File: src/rtl/regfile_ctrl_pkg.sv
// Shared types and constants for the regfile_ctrl instruction sequencer.
// REGFILE_CTRL_CMP_EN enables CMP support in the decoder and controller.
package regfile_ctrl_pkg;

  typedef enum logic [2:0] {
    ST_WAIT,
    ST_DECODE,
    ST_WR_IMM,
    ST_GET_A,
    ST_GET_B,
    ST_ALU,
    ST_WR_REG
  } state_t;

  localparam logic [2:0] OPC_MOV = 3'b110;
  localparam logic [2:0] OPC_ALU = 3'b101;

  localparam logic [1:0] OP_MOV_REG = 2'b00;
  localparam logic [1:0] OP_MOV_IMM = 2'b10;
  localparam logic [1:0] OP_ADD     = 2'b00;
  localparam logic [1:0] OP_CMP     = 2'b01;
  localparam logic [1:0] OP_AND     = 2'b10;
  localparam logic [1:0] OP_MVN     = 2'b11;

  localparam logic [1:0] VSEL_C   = 2'b00;
  localparam logic [1:0] VSEL_IMM = 2'b01;

  // Exactly one flag is set for any instruction word.
  typedef struct packed {
    logic mov_imm;
    logic mov_reg;
    logic mvn;
    logic arith;    // ADD or AND: reads both Rn and Rm, writes Rd
    logic cmp;
    logic illegal;
  } insn_class_t;

  function automatic logic [15:0] sext8(input logic [7:0] v);
    return {{8{v[7]}}, v};
  endfunction

endpackage

File: src/rtl/regfile_ctrl_if.sv
// Instruction handshake and register-file/datapath control bundle for regfile_ctrl.
// Signal set is the same with or without REGFILE_CTRL_CMP_EN.
interface regfile_ctrl_if;
  logic        s;
  logic [15:0] in;
  logic        w;
  logic [2:0]  writenum;
  logic        write;
  logic [2:0]  readnum;
  logic [1:0]  vsel;
  logic [15:0] sximm8;
  logic        loada;
  logic        loadb;
  logic        loadc;
  logic        loads;
  logic        asel;
  logic        bsel;
  logic [1:0]  shift;
  logic [1:0]  aluop;
  logic        illegal;

  modport master (
    output s, in,
    input  w, writenum, write, readnum, vsel, sximm8,
           loada, loadb, loadc, loads, asel, bsel, shift, aluop, illegal
  );

  modport slave (
    input  s, in,
    output w, writenum, write, readnum, vsel, sximm8,
           loada, loadb, loadc, loads, asel, bsel, shift, aluop, illegal
  );
endinterface

File: src/rtl/regfile_ctrl_insn_decode.sv
// Combinational field extraction and instruction classification of the latched word.
// CMP (101/01) is recognised only when REGFILE_CTRL_CMP_EN is defined.
module insn_decode
  import regfile_ctrl_pkg::*;
(
  input  logic [15:0] ir,
  output logic [2:0]  rn,
  output logic [2:0]  rd,
  output logic [2:0]  rm,
  output logic [1:0]  sh,
  output logic [1:0]  op,
  output logic [15:0] sximm8,
  output insn_class_t cls
);

  logic [2:0] opcode;

  assign opcode = ir[15:13];
  assign op     = ir[12:11];
  assign rn     = ir[10:8];
  assign rd     = ir[7:5];
  assign sh     = ir[4:3];
  assign rm     = ir[2:0];
  assign sximm8 = sext8(ir[7:0]);

  always_comb begin
    cls         = '0;
    cls.mov_imm = (opcode == OPC_MOV) && (op == OP_MOV_IMM);
    cls.mov_reg = (opcode == OPC_MOV) && (op == OP_MOV_REG);
    cls.mvn     = (opcode == OPC_ALU) && (op == OP_MVN);
    cls.arith   = (opcode == OPC_ALU) && ((op == OP_ADD) || (op == OP_AND));
`ifdef REGFILE_CTRL_CMP_EN
    cls.cmp     = (opcode == OPC_ALU) && (op == OP_CMP);
`else
    cls.cmp     = 1'b0;
`endif
    cls.illegal = !(cls.mov_imm || cls.mov_reg || cls.mvn || cls.arith || cls.cmp);
  end

endmodule

File: src/rtl/regfile_ctrl.sv
// Moore sequencer issuing register-file reads, operand/result loads and writes per instruction.
// Define REGFILE_CTRL_CMP_EN to support CMP; otherwise 101/01 is illegal and loads stays 0.
module regfile_ctrl
  import regfile_ctrl_pkg::*;
(
  input  logic          clk,
  input  logic          reset_n,
  regfile_ctrl_if.slave bus
);

  state_t      state_reg;
  logic [15:0] ir_reg;

  logic [2:0]  rn, rd, rm;
  logic [1:0]  sh, op;
  logic [15:0] sximm8;
  insn_class_t cls;

  logic        w_reg;
  logic        write_reg;
  logic [2:0]  writenum_reg;
  logic [2:0]  readnum_reg;
  logic [1:0]  vsel_reg;
  logic        loada_reg, loadb_reg, loadc_reg;
  logic        asel_reg, bsel_reg;
  logic [1:0]  shift_reg, aluop_reg;
`ifdef REGFILE_CTRL_CMP_EN
  logic        loads_reg;
`endif

  insn_decode u_decode (
    .ir     (ir_reg),
    .rn     (rn),
    .rd     (rd),
    .rm     (rm),
    .sh     (sh),
    .op     (op),
    .sximm8 (sximm8),
    .cls    (cls)
  );

  // Outputs are registered alongside the state they belong to, so each is
  // computed from the state being entered; readnum/writenum/vsel hold.
  always_ff @(posedge clk or negedge reset_n) begin
    if (!reset_n) begin
      state_reg    <= ST_WAIT;
      ir_reg       <= '0;
      w_reg        <= 1'b1;
      write_reg    <= 1'b0;
      writenum_reg <= '0;
      readnum_reg  <= '0;
      vsel_reg     <= VSEL_C;
      loada_reg    <= 1'b0;
      loadb_reg    <= 1'b0;
      loadc_reg    <= 1'b0;
      asel_reg     <= 1'b0;
      bsel_reg     <= 1'b0;
      shift_reg    <= '0;
      aluop_reg    <= '0;
`ifdef REGFILE_CTRL_CMP_EN
      loads_reg    <= 1'b0;
`endif
    end else begin
      w_reg     <= 1'b0;
      write_reg <= 1'b0;
      loada_reg <= 1'b0;
      loadb_reg <= 1'b0;
      loadc_reg <= 1'b0;
      asel_reg  <= 1'b0;
      bsel_reg  <= 1'b0;
      shift_reg <= '0;
      aluop_reg <= '0;
`ifdef REGFILE_CTRL_CMP_EN
      loads_reg <= 1'b0;
`endif
      case (state_reg)
        ST_WAIT: begin
          if (bus.s) begin
            ir_reg    <= bus.in;
            state_reg <= ST_DECODE;
          end else begin
            w_reg <= 1'b1;
          end
        end
        ST_DECODE: begin
          if (cls.mov_imm) begin
            state_reg    <= ST_WR_IMM;
            write_reg    <= 1'b1;
            writenum_reg <= rn;
            vsel_reg     <= VSEL_IMM;
          end else if (cls.mov_reg || cls.mvn) begin
            state_reg   <= ST_GET_B;
            readnum_reg <= rm;
            loadb_reg   <= 1'b1;
          end else if (cls.arith || cls.cmp) begin
            state_reg   <= ST_GET_A;
            readnum_reg <= rn;
            loada_reg   <= 1'b1;
          end else begin
            state_reg <= ST_WAIT;
            w_reg     <= 1'b1;
          end
        end
        ST_GET_A: begin
          state_reg   <= ST_GET_B;
          readnum_reg <= rm;
          loadb_reg   <= 1'b1;
        end
        ST_GET_B: begin
          state_reg <= ST_ALU;
          loadc_reg <= 1'b1;
          asel_reg  <= cls.mov_reg || cls.mvn;
          shift_reg <= sh;
          aluop_reg <= cls.mov_reg ? 2'b00 : op;
`ifdef REGFILE_CTRL_CMP_EN
          loads_reg <= cls.cmp;
`endif
        end
        ST_ALU: begin
          if (cls.cmp) begin
            state_reg <= ST_WAIT;
            w_reg     <= 1'b1;
          end else begin
            state_reg    <= ST_WR_REG;
            write_reg    <= 1'b1;
            writenum_reg <= rd;
            vsel_reg     <= VSEL_C;
          end
        end
        default: begin
          state_reg <= ST_WAIT;
          w_reg     <= 1'b1;
        end
      endcase
    end
  end

  assign bus.w        = w_reg;
  assign bus.write    = write_reg;
  assign bus.writenum = writenum_reg;
  assign bus.readnum  = readnum_reg;
  assign bus.vsel     = vsel_reg;
  assign bus.sximm8   = sximm8;
  assign bus.loada    = loada_reg;
  assign bus.loadb    = loadb_reg;
  assign bus.loadc    = loadc_reg;
  assign bus.asel     = asel_reg;
  assign bus.bsel     = bsel_reg;
  assign bus.shift    = shift_reg;
  assign bus.aluop    = aluop_reg;
`ifdef REGFILE_CTRL_CMP_EN
  assign bus.loads    = loads_reg;
`else
  assign bus.loads    = 1'b0;
`endif
  // The illegal pulse needs the latched word, which only exists once DECODE
  // is entered, so it is decoded from registered state and ir.
  assign bus.illegal  = (state_reg == ST_DECODE) && cls.illegal;

endmodule

File: src/flat_wrapper.sv
// flat-port wrapper written by rule: the top's interface ports become plain ports
module regfile_ctrl_flat import regfile_ctrl_pkg::*;
  (clk, reset_n, bus_s, bus_in, bus_w, bus_writenum, bus_write, bus_readnum, bus_vsel, bus_sximm8, bus_loada, bus_loadb, bus_loadc, bus_loads, bus_asel, bus_bsel, bus_shift, bus_aluop, bus_illegal);
  regfile_ctrl_if bus_i ();
  input  logic clk;
  input  logic reset_n;
  input wire logic [$bits(bus_i.s)-1:0] bus_s;
  input wire logic [$bits(bus_i.in)-1:0] bus_in;
  output wire logic [$bits(bus_i.w)-1:0] bus_w;
  output wire logic [$bits(bus_i.writenum)-1:0] bus_writenum;
  output wire logic [$bits(bus_i.write)-1:0] bus_write;
  output wire logic [$bits(bus_i.readnum)-1:0] bus_readnum;
  output wire logic [$bits(bus_i.vsel)-1:0] bus_vsel;
  output wire logic [$bits(bus_i.sximm8)-1:0] bus_sximm8;
  output wire logic [$bits(bus_i.loada)-1:0] bus_loada;
  output wire logic [$bits(bus_i.loadb)-1:0] bus_loadb;
  output wire logic [$bits(bus_i.loadc)-1:0] bus_loadc;
  output wire logic [$bits(bus_i.loads)-1:0] bus_loads;
  output wire logic [$bits(bus_i.asel)-1:0] bus_asel;
  output wire logic [$bits(bus_i.bsel)-1:0] bus_bsel;
  output wire logic [$bits(bus_i.shift)-1:0] bus_shift;
  output wire logic [$bits(bus_i.aluop)-1:0] bus_aluop;
  output wire logic [$bits(bus_i.illegal)-1:0] bus_illegal;
  assign bus_i.s = bus_s;
  assign bus_i.in = bus_in;
  assign bus_w = bus_i.w;
  assign bus_writenum = bus_i.writenum;
  assign bus_write = bus_i.write;
  assign bus_readnum = bus_i.readnum;
  assign bus_vsel = bus_i.vsel;
  assign bus_sximm8 = bus_i.sximm8;
  assign bus_loada = bus_i.loada;
  assign bus_loadb = bus_i.loadb;
  assign bus_loadc = bus_i.loadc;
  assign bus_loads = bus_i.loads;
  assign bus_asel = bus_i.asel;
  assign bus_bsel = bus_i.bsel;
  assign bus_shift = bus_i.shift;
  assign bus_aluop = bus_i.aluop;
  assign bus_illegal = bus_i.illegal;
  regfile_ctrl u_core (.clk(clk), .reset_n(reset_n), .bus(bus_i));
endmodule
File: config.mk
export PLATFORM = sky130hd
export DESIGN_NAME = regfile_ctrl_flat
export DESIGN_NICKNAME = d
export VERILOG_FILES = /design/src/rtl/regfile_ctrl_pkg.sv /design/src/rtl/regfile_ctrl_if.sv /design/src/rtl/regfile_ctrl_insn_decode.sv /design/src/rtl/regfile_ctrl.sv /design/src/flat_wrapper.sv
export SDC_FILE = /design/constraint.sdc
export NUM_CORES = 1
export LEC_CHECK = 0
export BUFFER_PORTS_ARGS = -buffer_cell sky130_fd_sc_hd__buf_2
export CAP_MARGIN = 20
export CELL_PAD_IN_SITES_DETAIL_PLACEMENT = 0
export CELL_PAD_IN_SITES_GLOBAL_PLACEMENT = 1
export CORE_UTILIZATION = 42
export CTS_CLUSTER_SIZE = 40
export DETAILED_ROUTE_END_ITERATION = 16
export HOLD_SLACK_MARGIN = 0.03
export PLACE_DENSITY = 0.82
export SYNTH_ARGS = -nofsm -noshare
export SYNTH_HDL_FRONTEND = slang
export SYNTH_SLANG_ARGS = --single-unit
File: constraint.sdc
create_clock -name clk -period 4.3 [get_ports clk]
set_input_delay 1.075 -clock clk [delete_from_list [all_inputs] [get_ports clk]]
set_output_delay 1.075 -clock clk [all_outputs]
set_load 0.05 [all_outputs]
======== Word-level counts from Yosys, hierarchy flattened ========
Cells that the tools add are included.
storage, ports and cells
  bits in registers ....................... 37
  bits of input ports ..................... 19
  output and inout bits ................... 37
  logic and storage cells ................. 76
operators by class
  eq/ne operators ......................... 12
  mux-type cells .......................... 32
  reductions and logical operators ........ 19
operator list
  kind                                                              number
  3-bit 2-to-1 mux                                                  7
  3-bit case mux with 5 select lines                                1
  1-bit 2-to-1 mux                                                  13
  3-bit == test (second input constant)                             4
  3-bit case mux with 2 select lines                                2
  2-bit 2-to-1 mux                                                  5
  1-bit logical AND                                                 5
  1-bit logical OR                                                  5
  2-bit == test (second input constant)                             2
  2-bit != test (second input constant)                             2
  1-bit case mux with 2 select lines                                2
  2-bit case mux with 2 select lines                                1
  2-bit AND reduction                                               2
  2-bit nonzero test                                                2
  3-bit by 1-bit == test with 1-bit output (second input constant)  1
  3-bit by 2-bit == test with 1-bit output (second input constant)  1
  3-bit logical NOT                                                 1
  3-bit by 1-bit != test with 1-bit output (second input constant)  1
  1-bit case mux with 3 select lines                                1
  3-bit AND reduction                                               1
  3-bit OR reduction                                                1
  2-bit logical NOT                                                 1
  2-bit by 1-bit != test with 1-bit output (second input constant)  1
  1-bit logical NOT                                                 1

======== Longest topological paths before layout ========
Gate-level depths: netlist (run 1).
  depth after elaboration ................. 7
  depth in mapped cells ................... 5
  gate-level depth less buffers ........... 4

======== Cells and area by module ========
A second synthesis (run 1) with hierarchy kept.
unflattened totals
  cells, all modules ...................... 156
  area, all modules ....................... 1756.7 µm²
by module, submodules not included
  module        instances  cells an instance  area each (µm²)  seq. area each (µm²)
  regfile_ctrl  1          113                1466.4           902.1
  insn_decode   1          43                 290.3            0.0

======== Worst setup path before layout (run 1) ========
OpenSTA, ideal clock, no wires.
  path type ............................... register to output
  start point ............................. reg u_core.ir_reg[11]
  end point ............................... out bus_illegal
  arrival time ............................ 1379 ps
  required time ........................... 3225 ps
  path slack .............................. 1846 ps
  cell stages (with the launch flop) ...... 4
  buffers on the path ..................... 0
  cell sequence ........................... dfrtp_1 > and2b_1 > a31oi_4 > and3_1
on the way
  longest elaborated chain between the ends .. 7
  elaborated cells between the ends (all ways) .. 13
  those cells by class .................... eq/ne (2); reduce/logical (11)
RTL lines
  what                                                RTL line                                                                                        RTL
  from (decl)                                         regfile_ctrl.sv:12                                                                              logic [15:0] ir_reg;
  from (signal assigned)                              regfile_ctrl.sv:79                                                                              ir_reg <= bus.in;
  2-bit == test or 2-bit logical NOT (tied branches)  regfile_ctrl_insn_decode.sv:28, regfile_ctrl_insn_decode.sv:31, regfile_ctrl_insn_decode.sv:29
  1-bit logical AND (on tied branches)                regfile_ctrl_insn_decode.sv:28, regfile_ctrl_insn_decode.sv:29
  1-bit logical OR (2 in series)                      regfile_ctrl_insn_decode.sv:37                                                                  cls.illegal = !(cls.mov_imm || cls.mov_reg || cls.mvn || cls.arith || cls.cmp);
  1-bit logical OR (*)                                regfile_ctrl_insn_decode.sv:37
  1-bit logical NOT (*)                               regfile_ctrl_insn_decode.sv:37
  1-bit logical AND (*)                               regfile_ctrl.sv:158                                                                             assign bus.illegal = (state_reg == ST_DECODE) && cls.illegal;
  to (decl)                                           flat_wrapper.sv:23                                                                              output wire logic [$bits(bus_i.illegal)-1:0] bus_illegal;
Every way passes the cells marked *; elsewhere a longest branch is shown, timed or not.

======== Final worst setup path (run 1) ========
Same ends and word-level chain as after synthesis.

==> reports/results.ini, run 1 <==
[yosys]
synth-compound-area-share_pct = 7.92
ys_top_cells_by_area = dfrtp_1 (50%), buf_4 (8.1%), mux2_2 (7.6%), mux2_1 (6.4%), o211ai_1 (3.0%)
synth_warnings = 0
synth_area_mm2 = 0.00177
synth_edf_count = 0
ys.flop_type = dfrtp_1
yosysMostFrequentCell = dfrtp_1
synth_fa_ha_area_share_pct = 0
synthMuxAreaShare_pct = 16.5
ys_seq_elements = 36
syn_inst = 137
synthDistinctLibCells = 36
yosys-top-cells-count = dfrtp_1 (35), buf_4 (19), mux2_2 (12)
async_reset_ff_share_pct = 100
synth_top_area_share_pct = 49.5
synth_top_area_cell = dfrtp_1
synthSimpleGateAreaFrac_pct = 14.4
synth_xor_area_share_pct = 0
synth_top_family_by_area = multiplexers
ys_seq_area_share_pct = 51.0
syn_avg_cell_area_um2 = 12.9

[cells_and_area]
largest_register_ffs = 16
drive_gt1_share_pct = 46.9
diodes = 0
finalInstanceArea_mm2 = 0.00202
fin_nets = 195
area_growth_pct = 14.0

[timing]
period_minus_slack_ns = 2.85
fmax_ghz = 0.351
tightestPinTransition_ns = 1.09
slew_headroom_pct = 27.3
hold_viol = 0
finalMaxSlewViolations = 0
tns_ns = 0
rsz0062_at_grt = false
period_share_pct = 66.2
setup_viol = 0
finClkSkew_ns = 0.00659

[hold_path]
hold_class = register to register

[cts]
cts_buffer_depth = 2
numCtsBuffers = 5
cts.sinks = 36
clk_latency_ns = 0.28
postCtsHoldBufs = 0
cts_root_buffer = clkbuf_8
post_cts_buffers = 0
cts_tree = done
cts_resized = 0
htree_levels = 2
path_clk_slew_ns = 0.07

[detailed_routing]
num_vias = 1119
drcViolationCount = 0
ant_nets = 0
viasPerCell = 4.93
routedWlPerCell_um = 13.9
wl_um = 3150
drt_iter0_markers = 33
firstDrtPassIters = 4

[global_routing]
track_usage_pct = 15.6
use_met2_pct = 24.1
met3_usage_pct = 5.14
antenna_found_initial = 0
grt_max_degree = 37
grt_pass1_wl_um = 4990
grt-busiest-layer = met2
globalRouteMet1Util_pct = 19.2
grt-ovfl-total = 0
first_global_vias = 1053

[placement]
place_hpwl_um = 2350
gp_congestion = 0.763
place.port_buffers = 52
place_area_mm2 = 0.00193

[run_status]
status = complete, no violations

[critical_path]
crit_required_ns = 3.22
critPathKind = register to primary output
end_kind = primary output
slowest_stage = dfrtp_1
cpPeakStageDelay_ns = 0.47
cp_cell_sequence = and2b_1 -> a31oi_4 -> and3_1 -> buf_2
arrival_ns = 1.77
path_delay_family = simple AND/OR/NAND/NOR gates
startpoint_type = register
cp.buffers_inverters = 1
worstPathMaxFanout = 6

[floorplanning]
die_h_um = 66.9
dieArea_mm2 = 0.00448
io_pins = 56
fp.dieW_um = 66.9
rows = 23
initial_utilization_pct = 43.9
core_area_mm2 = 0.00403

[flow_run]
max_cap_viol_count = 0

## metal layers
metal	up-vias	share of wire (%)
li1	532	-
met5	-	0
met4	0	1.8
met2	30	50
met3	5	4.2
met1	552	44
## cell usage in the layout, fill, tap and decap left out, types with 2 or more instances in the layout
| cell | count |
|---|---|
| mux2_4 | 3 |
| nor4b_4 | 2 |
| mux2_1 | 10 |
| nor2_1 | 5 |
| o211ai_1 | 7 |
| buf_2 | 52 |
| nor2b_1 | 5 |
| clkbuf_1 | 2 |
| a21oi_1 | 2 |
| nand2_1 | 6 |
| dfrtp_1 | 35 |
| clkbuf_8 | 6 |
| mux2_2 | 12 |
| conb_1 | 3 |
| and2_1 | 5 |
| nand3_1 | 3 |
## layout make-up
type	instances	area [um^2]
fillers	372	2010
flip-flops and latches	36	902
multi-input cells	80	698
repair buffers	52	260
clock buffers	8	90.1
well taps	50	62.6
inverters	1	3.75
## per-stage QoR
step	hold WS [ns]	std cells	setup WS [ns]	utilization, %
final	0.500	227	1.45	50.1
after global routing	0.534	227	1.36	50.1
after CTS	0.504	227	1.45	50.1
after detailed placement	0.489	219	1.72	47.8
after global placement	0.484	219	1.76	47.8
after floorplan	0.473	139	1.85	-
## logic make-up after synthesis
| family | after synthesis |
|---|---|
| AOI/OAI and AO/OA | 16 |
| buffers and inverters | 23 |
| and+or+nand+nor | 36 |
| other | 1 |
| DFF | 36 |
| muxes | 25 |
## worst paths after layout
kind,from,to,slack [ns],cells past startpoint
min in group asynchronous,reset_n,u_core.bus.writenum[0]$_DFFE_PN0P_,0.86,1
max reg2reg,u_core.state_reg[1]$_DFFE_PN0N_,u_core.ir_reg[3]$_DFFE_PN0P_,2.27,2
min reg2reg,u_core.ir_reg[3]$_DFFE_PN0P_,u_core.bus.shift[0]$_DFF_PN0_,0.50,1
max,u_core.ir_reg[11]$_DFFE_PN0P_,bus_illegal,1.45,4
min,u_core.ir_reg[3]$_DFFE_PN0P_,u_core.bus.shift[0]$_DFF_PN0_,0.50,1
max in group asynchronous,reset_n,u_core.ir_reg[3]$_DFFE_PN0P_,2.96,1
Power of run 1 is left out: the tool's default activity adds up to more than one toggle a clock period on the data nets, which glitch-free logic cannot reach.
==> run 2: changes to the inputs <==
--- a/config.mk
+++ b/config.mk
@@ -9,11 +9,11 @@
 export CAP_MARGIN = 20
 export CELL_PAD_IN_SITES_DETAIL_PLACEMENT = 0
 export CELL_PAD_IN_SITES_GLOBAL_PLACEMENT = 1
-export CORE_UTILIZATION = 42
+export CORE_UTILIZATION = 39
 export CTS_CLUSTER_SIZE = 40
 export DETAILED_ROUTE_END_ITERATION = 16
 export HOLD_SLACK_MARGIN = 0.03
-export PLACE_DENSITY = 0.82
+export PLACE_DENSITY = 0.77
 export SYNTH_ARGS = -nofsm -noshare
 export SYNTH_HDL_FRONTEND = slang
 export SYNTH_SLANG_ARGS = --single-unit
==> constraint.sdc (replaced) <==
create_clock -name clk -period 2.96 [get_ports clk]
set_input_delay 0.74 -clock clk [delete_from_list [all_inputs] [get_ports clk]]
set_output_delay 0.74 -clock clk [all_outputs]
set_load 0.05 [all_outputs]
==> reports/results.ini, run 2 (synthesis gave the netlist of run 1 again) <==
[placement]
gp_congestion = 0.827
place_hpwl_um = 2410
place.port_buffers = 52

[critical_path]
critPathKind = register to primary output
cpPeakStageDelay_ns = 0.46
cp.buffers_inverters = 1
arrival_ns = 1.71
worstPathMaxFanout = 6
r2r_cells = 3
startpoint_type = register
end_kind = primary output
worst_r2r_endpoint = u_core.bus.readnum[1]$_DFFE_PN0P_
r2r_setup_slack_ns = 1.07
path_delay_family = simple AND/OR/NAND/NOR gates
crit_required_ns = 2.22
cp_cell_sequence = and2b_1 -> a31oi_4 -> and3_1 -> buf_2
slowest_stage = dfrtp_1
rr_startpoint = u_core.state_reg[0]$_DFFE_PN0N_

[cells_and_area]
area_growth_pct = 14.6
largest_register_ffs = 16
drive_gt1_share_pct = 47.2
diodes = 0
final_cell_mix = buf_2 (52), dfrtp_1 (35), mux2_2 (12)
fill_cells = 422
mostFrequentLayoutCell = buf_2
fin_nets = 196

[timing]
period_share_pct = 82.8
rsz0062_at_grt = false
period_minus_slack_ns = 2.45
tns_ns = 0
setup_viol = 0
fmax_ghz = 0.408
finClkSkew_ns = 0.00402
tightestPinTransition_ns = 0.798
slew_headroom_pct = 46.8
finalMaxSlewViolations = 0
hold_viol = 0

[cts]
post_cts_buffers = 0
htree_levels = 2
postCtsHoldBufs = 0
path_clk_slew_ns = 0.07
numCtsBuffers = 5
cts.sinks = 36
cts_root_buffer = clkbuf_8
cts_buffer_depth = 2
clk_latency_ns = 0.28
cts_tree = done
cts_resized = 0

[detailed_routing]
num_vias = 1131
viasPerCell = 4.92
firstDrtPassIters = 4
wl_met3_um = 163
drcViolationCount = 0
routed-wl-met2_um = 1610
wl_um = 3260
routedWlPerCell_um = 14.2
drt_iter0_markers = 86
wl_met1_um = 1430
top_layer = met4
ant_nets = 0

[global_routing]
track_usage_pct = 15.0
grt_pass1_wl_um = 5530
grt-ovfl-total = 0
first_global_vias = 1107
antenna_found_initial = 0
grt_max_degree = 37

[floorplanning]
io_pins = 56
rows = 24
initial_utilization_pct = 40.6
die_h_um = 69.4
dieArea_mm2 = 0.00481
core_area_mm2 = 0.00435
fp.dieW_um = 69.4

[flow_run]
max_cap_viol_count = 0

[hold_path]
hold_start = u_core.ir_reg[4]$_DFFE_PN0P_
holdPathStages = 1
hold_class = register to register
hold_end = u_core.bus.shift[1]$_DFF_PN0_

[run_status]
status = complete, no violations

==> run 2: cell count changes in the layout (fill, tap and decap cells not counted) <==
| cell | before | now |
|---|---|---|
| buf_4 | 0 | 1 |
==> run 2: final cells by class <==
class | count | area [um^2] | share of cell area (%)
flip-flops and latches | 36 | 902 | 44.5
multi-input cells | 80 | 698 | 34.4
repair buffers | 53 | 268 | 13.2
clock buffers | 8 | 90.1 | 4.44
well taps | 52 | 65.1 | 3.21
inverters | 1 | 3.75 | 0.185
==> run 2: through the flow <==
step / instances / utilization (%) / cell area [um^2] / hold WS (ns) / setup slack, ns
after detailed placement: 222 / 44.5 / 1940 / 0.495 / 0.805
after global placement: 222 / 44.5 / 1940 / 0.483 / 0.836
after global routing: 230 / 46.6 / 2030 / 0.520 / 0.417
after CTS: 230 / 46.6 / 2030 / 0.511 / 0.488
after floorplan: 139 / - / 1780 / 0.444 / 0.841
final: 230 / 46.6 / 2030 / 0.506 / 0.508
==> run 2: routing by layer <==
metal  up-vias  global-route usage, %
met1       558                   19.6
met4         0                   6.80
li1        536                      -
met3         4                   4.22
met2        33                   23.2
met5         -                      0
==> run 2: worst reg2reg max path, stage by stage (launching register included) <==
cell	delay, ns
dfrtp_1	0.56
nor2b_1	0.49
a21boi_2	0.35
mux2_2	0.38
==> run 2: worst max path at each step <==
stage                                  start  slack, ns  cells after the start           to
2_1_floorplan  u_core.ir_reg[11]$_DFFE_PN0P_       0.84                      3  bus_illegal
3_3_place_gp   u_core.ir_reg[11]$_DFFE_PN0P_       0.84                      4  bus_illegal
3_5_place_dp   u_core.ir_reg[11]$_DFFE_PN0P_       0.81                      4  bus_illegal
4_1_cts        u_core.ir_reg[11]$_DFFE_PN0P_       0.49                      4  bus_illegal
5_1_grt        u_core.ir_reg[11]$_DFFE_PN0P_       0.42                      4  bus_illegal
6_report       u_core.ir_reg[11]$_DFFE_PN0P_       0.51                      4  bus_illegal
Power of run 2 is left out for the same reason.
==> run 3: changes to the inputs <==
--- a/config.mk
+++ b/config.mk
@@ -5,15 +5,16 @@
 export SDC_FILE = /design/constraint.sdc
 export NUM_CORES = 1
 export LEC_CHECK = 0
+export ABC_AREA = 1
 export BUFFER_PORTS_ARGS = -buffer_cell sky130_fd_sc_hd__buf_2
 export CAP_MARGIN = 20
 export CELL_PAD_IN_SITES_DETAIL_PLACEMENT = 0
 export CELL_PAD_IN_SITES_GLOBAL_PLACEMENT = 1
-export CORE_UTILIZATION = 39
+export CORE_UTILIZATION = 33
 export CTS_CLUSTER_SIZE = 40
 export DETAILED_ROUTE_END_ITERATION = 16
 export HOLD_SLACK_MARGIN = 0.03
-export PLACE_DENSITY = 0.77
+export PLACE_DENSITY = 0.74
 export SYNTH_ARGS = -nofsm -noshare
 export SYNTH_HDL_FRONTEND = slang
 export SYNTH_SLANG_ARGS = --single-unit
==> constraint.sdc (replaced) <==
create_clock -name clk -period 2.1 [get_ports clk]
set_input_delay 0.525 -clock clk [delete_from_list [all_inputs] [get_ports clk]]
set_output_delay 0.525 -clock clk [all_outputs]
set_load 0.05 [all_outputs]
==> reports/results.ini, run 3 <==
[yosys]
async_reset_ff_share_pct = 100
yosys-top-cells-count = nand2_1 (43), dfrtp_1 (35), nor2_1 (23)
synth_edf_count = 0
ys_top_cells_by_area = dfrtp_1 (52%), nand2_1 (9.5%), buf_4 (8.4%), nor2_1 (5.1%), inv_1 (4.2%)
ys_seq_area_share_pct = 53.3
synthDistinctLibCells = 23
yosysMostFrequentCell = nand2_1
syn_avg_cell_area_um2 = 9.29
synth_warnings = 0
ys.flop_type = dfrtp_1
syn_inst = 182
synth_top_area_share_pct = 51.8
synth_top_area_cell = dfrtp_1
synth_area_mm2 = 0.00169
ys_seq_elements = 36

[cells_and_area]
mostFrequentLayoutCell = buf_2
fill_cells = 515
fin_nets = 243
finalInstanceArea_mm2 = 0.00201
largest_register_ffs = 16
final_cell_mix = buf_2 (51), nand2_1 (42), dfrtp_1 (35)
area_growth_pct = 19.1
drive_gt1_share_pct = 37.5
diodes = 0

[placement]
place_area_mm2 = 0.00188
gp_congestion = 0.777
place_hpwl_um = 2360
place.port_buffers = 52

[cts]
clk_latency_ns = 0.28
cts_root_buffer = clkbuf_8
cts_buffer_depth = 2
numCtsBuffers = 5
postCtsHoldBufs = 0
cts_tree = done
cts.sinks = 36
htree_levels = 2
path_clk_slew_ns = 0.07

[global_routing]
grt-ovfl-total = 0
track_usage_pct = 12.9
first_global_vias = 1097
grt_max_degree = 37
grt_pass1_wl_um = 5030
antenna_found_initial = 0

[floorplanning]
fp.dieW_um = 73.6
io_pins = 56
initial_utilization_pct = 35.1
dieArea_mm2 = 0.00542
die_h_um = 73.6
rows = 25
core_area_mm2 = 0.00482

[flow_run]
max_cap_viol_count = 0

[critical_path]
startpoint_type = register
arrival_ns = 1.49
worstPathMaxFanout = 5
crit_required_ns = 1.57
end_kind = primary output
critPathKind = register to primary output

[detailed_routing]
routedWlPerCell_um = 10.9
viasPerCell = 4.17
drcViolationCount = 0
firstDrtPassIters = 4
ant_nets = 0
num_vias = 1213
wl_um = 3180
drt_iter0_markers = 72

[timing]
tns_ns = 0
hold_viol = 0
fmax_ghz = 0.496
period_minus_slack_ns = 2.02
period_share_pct = 96.0
setup_viol = 0
slew_headroom_pct = 47.6
tightestPinTransition_ns = 0.786
finalMaxSlewViolations = 0
whs_ns = 0.321
finClkSkew_ns = 0.00656
rsz0062_at_grt = false

[run_status]
status = complete, no violations

[hold_path]
hold_class = input pin to asynchronous set/reset pin

[run 3: cell count changes after synthesis, sizes merged, moves of 5 or more]
cell,before,now
nand2,7,46
inv,1,22
nor2,6,25
mux2,25,8
a21oi,2,11
and2,5,0
nor2b,5,0
[run 3: area by class of cell]
cell class / count / area [um^2] / area share [%]
Clock buffer: 7 / 96.3 / 4.78
Inverter: 22 / 82.6 / 4.10
Multi-Input combinational cell: 105 / 568 / 28.2
Sequential cell: 36 / 902 / 44.8
Tap cell: 67 / 83.8 / 4.16
Timing Repair Buffer: 54 / 282 / 14.0
[run 3: layer usage]
metal / vias to the layer above / GRT usage, % / wire length, um
li1: 623 / - / -
met1: 551 / 16.6 / 1520
met2: 35 / 19.3 / 1420
met3: 4 / 4.53 / 168
met4: 0 / 6.41 / 68
met5: - / 0 / 0
[run 3: kinds of logic (layout without fill, tap and decap cells)]
family / Yosys count / after routing / synth area share, %
compound gates: 15 / 15 / 4.96
flops: 36 / 36 / 53.3
other cells: 1 / 3 / 0.222
buf+inv: 43 / 83 / 14.3
simple gates: 79 / 79 / 21.0
mux: 8 / 8 / 6.21
[run 3: worst paths after layout]
| path | from | end | slack, ns | cells past startpoint |
|---|---|---|---|---|
| min | reset_n | u_core.ir_reg[6]$_DFFE_PN0P_ | 0.32 | 1 |
| min in group clk | bus_in[10] | u_core.ir_reg[10]$_DFFE_PN0P_ | 0.47 | 2 |
| max reg2reg | u_core.state_reg[1]$_DFFE_PN0N_ | u_core.ir_reg[6]$_DFFE_PN0P_ | 0.66 | 3 |
| max in group asynchronous | reset_n | u_core.ir_reg[14]$_DFFE_PN0P_ | 1.28 | 1 |
| max | u_core.state_reg[2]$_DFFE_PN0N_ | bus_illegal | 0.08 | 8 |
| min reg2reg | u_core.bus.vsel[0]$_DFFE_PN0P_ | u_core.bus.vsel[0]$_DFFE_PN0P_ | 0.47 | 2 |
[run 3: what timing repair did]
action                                 4_1_cts  5_1_grt
buffers inserted                             1        1
setup endpoints to repair                    1        1
endpoints found under the hold margin        0        0
resized for setup                            1        5
[run 3: worst max-delay path: stages (launching register included)]
cell and delay (ns):
dfrtp_1 0.41, inv_2 0.09, nand2_4 0.07, nor2_4 0.12, nand2_1 0.09, nor2_2 0.13
nand2_1 0.07, inv_1 0.07, buf_6 0.15
[run 3: through the flow]
step           cells  util (%)  worst slack, ns
6_report         291      41.8           0.0848
5_1_grt          291      41.8          0.00120
4_1_cts          290      41.3           0.0143
3_5_place_dp     282      39.1            0.221
3_3_place_gp     282      39.1            0.270
2_1_floorplan    184         -            0.302
Power of run 3 is left out for the same reason.
